<file path="src/rtl/time_display_scan.sv">
// time_display_scan: 4-digit multiplexed 7-segment hh:mm display
// with per-frame snapshot, sequential BCD conversion and field blink.
module time_display_scan #(
  parameter int REFRESH_DIV = 100000,
  parameter int BLINK_DIV   = 25000000
) (
  input  logic       clk,
  input  logic       reset,
  input  logic [4:0] hours,
  input  logic [5:0] minutes,
  input  logic       blink_h,
  input  logic       blink_m,
  output logic [3:0] an,
  output logic [6:0] seg,
  output logic       dp
);

  localparam int RW = (REFRESH_DIV > 1) ? $clog2(REFRESH_DIV) : 1;
  localparam int BW = (BLINK_DIV > 1) ? $clog2(BLINK_DIV) : 1;

  localparam logic [RW-1:0] REF_MAX = RW'(REFRESH_DIV - 1);
  localparam logic [BW-1:0] BLK_MAX = BW'(BLINK_DIV - 1);

  localparam logic [3:0] DASH = 4'hf;

  typedef enum logic [1:0] {
    IDLE,
    SHIFT,
    LOAD
  } state_t;

  state_t state_q;
  state_t state_d;

  logic [RW-1:0] ref_cnt;
  logic [1:0]    dig;
  logic          tick;
  logic [BW-1:0] blink_cnt;
  logic          blink_phase;
  logic          first_q;
  logic          snap;

  logic          cap_en;
  logic          shift_en;
  logic          load_en;

  logic [2:0]    iter_q;
  logic [5:0]    h_bin;
  logic [5:0]    m_bin;
  logic [7:0]    h_bcd;
  logic [7:0]    m_bcd;
  logic [7:0]    h_adj;
  logic [7:0]    m_adj;
  logic          h_bad;
  logic          m_bad;

  logic [3:0]    digit_q [4];
  logic [3:0]    cur;
  logic [3:0]    an_d;
  logic [6:0]    seg_d;

  function automatic logic [7:0] adj(input logic [7:0] b);
    logic [7:0] r;
    r = b;
    if (b[3:0] > 4'd4) r[3:0] = b[3:0] + 4'd3;
    if (b[7:4] > 4'd4) r[7:4] = b[7:4] + 4'd3;
    return r;
  endfunction

  function automatic logic [6:0] enc(input logic [3:0] v);
    logic [6:0] s;
    unique case (v)
      4'd0:    s = 7'b1000000;
      4'd1:    s = 7'b1111001;
      4'd2:    s = 7'b0100100;
      4'd3:    s = 7'b0110000;
      4'd4:    s = 7'b0011001;
      4'd5:    s = 7'b0010010;
      4'd6:    s = 7'b0000010;
      4'd7:    s = 7'b1111000;
      4'd8:    s = 7'b0000000;
      4'd9:    s = 7'b0010000;
      default: s = 7'b0111111;
    endcase
    return s;
  endfunction

  assign tick = (ref_cnt == REF_MAX);
  assign snap = first_q | (tick & (dig == 2'd3));

  // Digit-slot timer and active digit index.
  always_ff @(posedge clk) begin
    if (reset) begin
      ref_cnt <= '0;
      dig     <= 2'd0;
    end else if (tick) begin
      ref_cnt <= '0;
      dig     <= dig + 2'd1;
    end else begin
      ref_cnt <= ref_cnt + 1'b1;
    end
  end

  // Free-running blink half-period timer.
  always_ff @(posedge clk) begin
    if (reset) begin
      blink_cnt   <= '0;
      blink_phase <= 1'b0;
    end else if (blink_cnt == BLK_MAX) begin
      blink_cnt   <= '0;
      blink_phase <= ~blink_phase;
    end else begin
      blink_cnt <= blink_cnt + 1'b1;
    end
  end

  // Forces a conversion on the first clock out of reset.
  always_ff @(posedge clk) begin
    if (reset) first_q <= 1'b1;
    else       first_q <= 1'b0;
  end

  // Conversion FSM state register.
  always_ff @(posedge clk) begin
    if (reset) state_q <= IDLE;
    else       state_q <= state_d;
  end

  // Conversion FSM next state.
  always_comb begin
    state_d = state_q;
    unique case (state_q)
      IDLE:    if (snap) state_d = SHIFT;
      SHIFT:   if (iter_q == 3'd5) state_d = LOAD;
      LOAD:    state_d = IDLE;
      default: state_d = IDLE;
    endcase
  end

  // Conversion FSM datapath strobes.
  always_comb begin
    cap_en   = (state_q == IDLE) && snap;
    shift_en = (state_q == SHIFT);
    load_en  = (state_q == LOAD);
  end

  assign h_adj = adj(h_bcd);
  assign m_adj = adj(m_bcd);

  // Snapshot capture and double-dabble shift, both fields in parallel.
  always_ff @(posedge clk) begin
    if (reset) begin
      iter_q <= 3'd0;
      h_bin  <= '0;
      m_bin  <= '0;
      h_bcd  <= '0;
      m_bcd  <= '0;
      h_bad  <= 1'b0;
      m_bad  <= 1'b0;
    end else if (cap_en) begin
      iter_q <= 3'd0;
      h_bin  <= {1'b0, hours};
      m_bin  <= minutes;
      h_bcd  <= '0;
      m_bcd  <= '0;
      h_bad  <= (hours > 5'd23);
      m_bad  <= (minutes > 6'd59);
    end else if (shift_en) begin
      iter_q <= iter_q + 3'd1;
      h_bcd  <= {h_adj[6:0], h_bin[5]};
      h_bin  <= {h_bin[4:0], 1'b0};
      m_bcd  <= {m_adj[6:0], m_bin[5]};
      m_bin  <= {m_bin[4:0], 1'b0};
    end
  end

  // Displayed digits change only when a conversion completes.
  always_ff @(posedge clk) begin
    if (reset) begin
      for (int i = 0; i < 4; i++) digit_q[i] <= 4'd0;
    end else if (load_en) begin
      digit_q[0] <= m_bad ? DASH : m_bcd[3:0];
      digit_q[1] <= m_bad ? DASH : m_bcd[7:4];
      digit_q[2] <= h_bad ? DASH : h_bcd[3:0];
      digit_q[3] <= h_bad ? DASH : h_bcd[7:4];
    end
  end

  // Anode select with field blanking and segment lookup.
  always_comb begin
    cur   = digit_q[dig];
    seg_d = enc(cur);
    an_d  = ~(4'b0001 << dig);
    if (blink_phase && blink_m) an_d[1:0] = 2'b11;
    if (blink_phase && blink_h) an_d[3:2] = 2'b11;
  end

  // Registered display drive.
  always_ff @(posedge clk) begin
    if (reset) begin
      an  <= 4'b1110;
      seg <= 7'b1000000;
      dp  <= 1'b1;
    end else begin
      an  <= an_d;
      seg <= seg_d;
      dp  <= (dig != 2'd2);
    end
  end

endmodule

</file>
<file path="config.mk">
export PLATFORM = sky130hd
export DESIGN_NAME = time_display_scan
export DESIGN_NICKNAME = d
export VERILOG_FILES = /design/src/rtl/time_display_scan.sv
export SDC_FILE = /design/constraint.sdc
export NUM_CORES = 1
export LEC_CHECK = 0
export CORE_AREA = 2 2 134 136
export CTS_CLUSTER_SIZE = 28
export DETAILED_ROUTE_END_ITERATION = 10
export DIE_AREA = 0 0 136 138
export GPL_TIMING_DRIVEN = 0
export PLACE_DENSITY = 0.52
export SYNTH_ARGS = -nofsm -noshare
export SYNTH_HDL_FRONTEND = slang
export SYNTH_SLANG_ARGS = --single-unit
</file>
<file path="constraint.sdc">
create_clock -name clk -period 2.68 [get_ports clk]
set_clock_uncertainty 0.2 [all_clocks]
set_input_delay 0.402 -clock clk [delete_from_list [all_inputs] [get_ports clk]]
set_output_delay 0.402 -clock clk [all_outputs]
set_load 0.01 [all_outputs]
</file>
==> key figures <==
GRT
  • GRT Total Usage: 12.7%
  • Initial antenna violation count: 0
  • Met2 GRT Util: 20.2%
  • First-pass GRT wire length: 19400 microns
  • Pin count of the biggest net entering global routing: 19
  • Gr busiest metal: met2
  • Met1 usage: 17.3%
  • Vias in the first global route: 3891
  • GRT overflow: 0
  • Grt met3 use: 1.94%

Finish
  • Commonest non-fill, non-tap cell in the layout: dfxtp_1
  • Final cell count without fillers: 821
  • Nets: 623
  • Filler cell count: 1801
  • Layout cell share with drive strength beyond 1: 7.09%
  • Final core utilization: 34.5%
  • Antenna diodes: 0
  • Fin area: 6040 sq um
  • Area delta synth->final: 18.3%
  • Most frequent cells in the layout: 95 x dfxtp_1, 50 x nor2_1, 48 x nand2_1

Synthesis
  • Yosys top cell area share: 37.3%
  • Cell area after synthesis: 5100 sq um
  • Synth cell types: 50
  • Post-synth top area cell: dfxtp_1
  • Post-synth EDFFs: 16
  • Syn Nets: 583
  • Synth Flop Type: dfxtp_1
  • Fraction of registers with async set/reset: 0%
  • Avg Cell Area, Syn: 9.33 sq um
  • Yosys Warn Count: 0
  • Syn Inst Count: 547
  • Synthesized flop and latch total: 111
  • Top cells by area, synth: dfxtp_1 37%, edfxtp_1 9.4%, ha_1 5.1%
  • Seq/Total Area, Yosys: 46.7%

Pwr
  • Total chip power: 3.49 mW
  • Peak VDD IR: 0.240 mV
  • Pwr Density: 578 nW/um^2
  • Pleak: 2.07 nW

STA
  • Final setup fails: 0
  • Fin. Hold Viols: 0
  • Hold Slack: 0.260 ns
  • Final Critical Period: 2.54 ns
  • RSZ-0062 raised after global routing: yes
  • Pin slew with the least headroom to its limit: 1.19 ns
  • Fmax achieved: 394 MHz
  • Fin. max-slew vios: 0
  • Slew margin rel.: 20.4%
  • Setup_tns: 0 ns
  • Setup ws final: 0.141 ns
  • Period utilization: 94.7%

Setup path
  • Critical Path End Type: register
  • CP startpoint kind: register
  • CP cell instances: or4b_1, or4_1, buf_2, o211ai_1, buf_4, a211oi_1
  • CP max FO: 10
  • CP arrival: 2.55 ns
  • R2R cell count: 6
  • RR Startpoint: ref_cnt[5]$_SDFF_PP0_
  • WS Path Type: register to register
  • FF-to-FF setup slack: 0.14 ns
  • Worst Setup SP: ref_cnt[5]$_SDFF_PP0_
  • Worst Path Required: 2.69 ns
  • Slowest cell on crit path: or4b_1
  • Max stage delay on crit path: 0.61 ns
  • Worst R2R End: h_bcd[3]$_SDFFE_PP0P_

Drt
  • First-pass iteration count of the detailed router: 5
  • DR WL/cell: 13.8 microns
  • Total Wirelength: 11300 microns
  • ANT nets after route: 0
  • Routed vias/inst: 5.00
  • DRT iter0 DRCs: 271
  • DRC: 0
  • Routed via count: 4108

Min path
  • WHS Endpoint: blink_cnt[0]$_SDFF_PP0_
  • Hold path cells: 1
  • Worst Hold Class: register to register
  • Worst Hold Launch: blink_cnt[0]$_SDFF_PP0_

Floorplanning
  • Core footprint: 17500 sq um
  • Number of core rows: 49
  • Full die area: 18800 sq um
  • Die width: 136 microns
  • Die Y: 138 microns
  • IO Count: 27
  • Initial Util: 29.1%

Clock network
  • CTS buffer count: 9
  • Sink Count: 111
  • CTS tree: done
  • H-tree depth: 3
  • CTS clock-pin slew for the worst setup and hold paths: 0.07 ns
  • Deepest clock path buffer count: 2
  • Worst skew pair latency: 0.35 ns
  • Root buffer cell: clkbuf_16
  • Quantity of hold-fixing buffers added after cts: 0

Placed design
  • Cell total after placement: 803
  • Place WS: -0.334 ns
  • Placed cell areas: 5660 sq um
  • PortBufs: 26
  • Dpl hpwl: 8210 microns
  • GP Congestion: 0.809

Job
  • Max-cap violation count: 0

Status
  • Status: completed
cells in the mapped netlist (5+ instances only):
cell type / n
a211oi_1: 10
a21oi_1: 31
a22o_1: 9
a31oi_1: 9
and4_1: 5
buf_1: 6
clkbuf_1: 15
dfxtp_1: 95
edfxtp_1: 16
ha_1: 21
inv_1: 18
nand2_1: 49
nand2b_1: 5
nand3_1: 24
nand4_1: 14
nor2_1: 50
nor2b_1: 9
nor3_1: 7
nor4_1: 6
o21a_1: 17
o21ai_0: 19
o22ai_1: 10
o31ai_1: 6
or3_1: 11
or4_1: 8
xnor2_1: 16
xor2_1: 18
final cells by class:
type,count,area (sq um),share of cell area (%)
Buffer,27,123,2.03
Clock buffer,10,250,4.14
Clock inverter,6,90.1,1.49
Inverter,19,71.3,1.18
Multi-Input combinational cell,390,2550,42.3
Sequential cell,111,2380,39.4
Tap cell,229,287,4.74
Timing Repair Buffer,29,285,4.72
how the worst max path moves through the flow:
| stage | endpoint |
|---|---|
| after detailed placement | digit_q[3][1]$_SDFFCE_PN0P_ |
| after CTS | digit_q[2][2]$_SDFFCE_PN0P_ |
| after floorplan | m_bad$_SDFFE_PP0P_ |
| after global routing | h_bcd[3]$_SDFFE_PP0P_ |
| final | h_bcd[3]$_SDFFE_PP0P_ |
| after global placement | digit_q[3][1]$_SDFFCE_PN0P_ |
per-layer routing:
metal | vias to the layer above | wire, microns
li1 | 2049 | -
met1 | 1968 | 5480
met2 | 77 | 5230
met3 | 14 | 431
met4 | 0 | 197
met5 | - | 0
where the power goes:
part / total [mW] / internal (mW) / switching, mW
clock: 1.49 / 0.879 / 0.613
combinational: 0.240 / 0.102 / 0.138
sequential: 1.76 / 1.73 / 0.0297
total: 3.49 / 2.71 / 0.781
logic make-up after synthesis:
logic type,count (synthesis),synth area share [%]
simple gates,201,19.9
mux,9,2.84
flops,111,46.7
compound gates,125,16.0
fa+ha+maj,21,5.15
buf+inv,46,3.63
xor+xnor,34,5.83
flip-flops by register name (all words and copies together), names as in the netlist, named ones only:
register / count
ref_cnt: 17
digit_q: 16
m_bad: 1
seg: 7
h_bcd: 8
m_bcd: 8
iter_q: 3
dig: 2
h_bin: 6
m_bin: 6
state_q: 2
h_bad: 1
dp: 1
first_q: 1
blink_cnt: 25
an: 4
blink_phase: 1
worst max-delay path, delay by kind of cell (launching register included):
| kind | cells | cell delay [ns] |
|---|---|---|
| and+or+nand+nor | 2 | 1.10 |
| buffers and inverters | 2 | 0.43 |
| DFF | 1 | 0.36 |
| AOI/OAI and AO/OA | 2 | 0.30 |
timing repair:
| action | CTS | global route |
|---|---|---|
| setup endpoints to repair | 3 | 63 |
| setup buffers | 0 | 2 |
| gates resized for setup | 1 | 11 |
No activity file was read; power rests on OpenSTA's default activity.
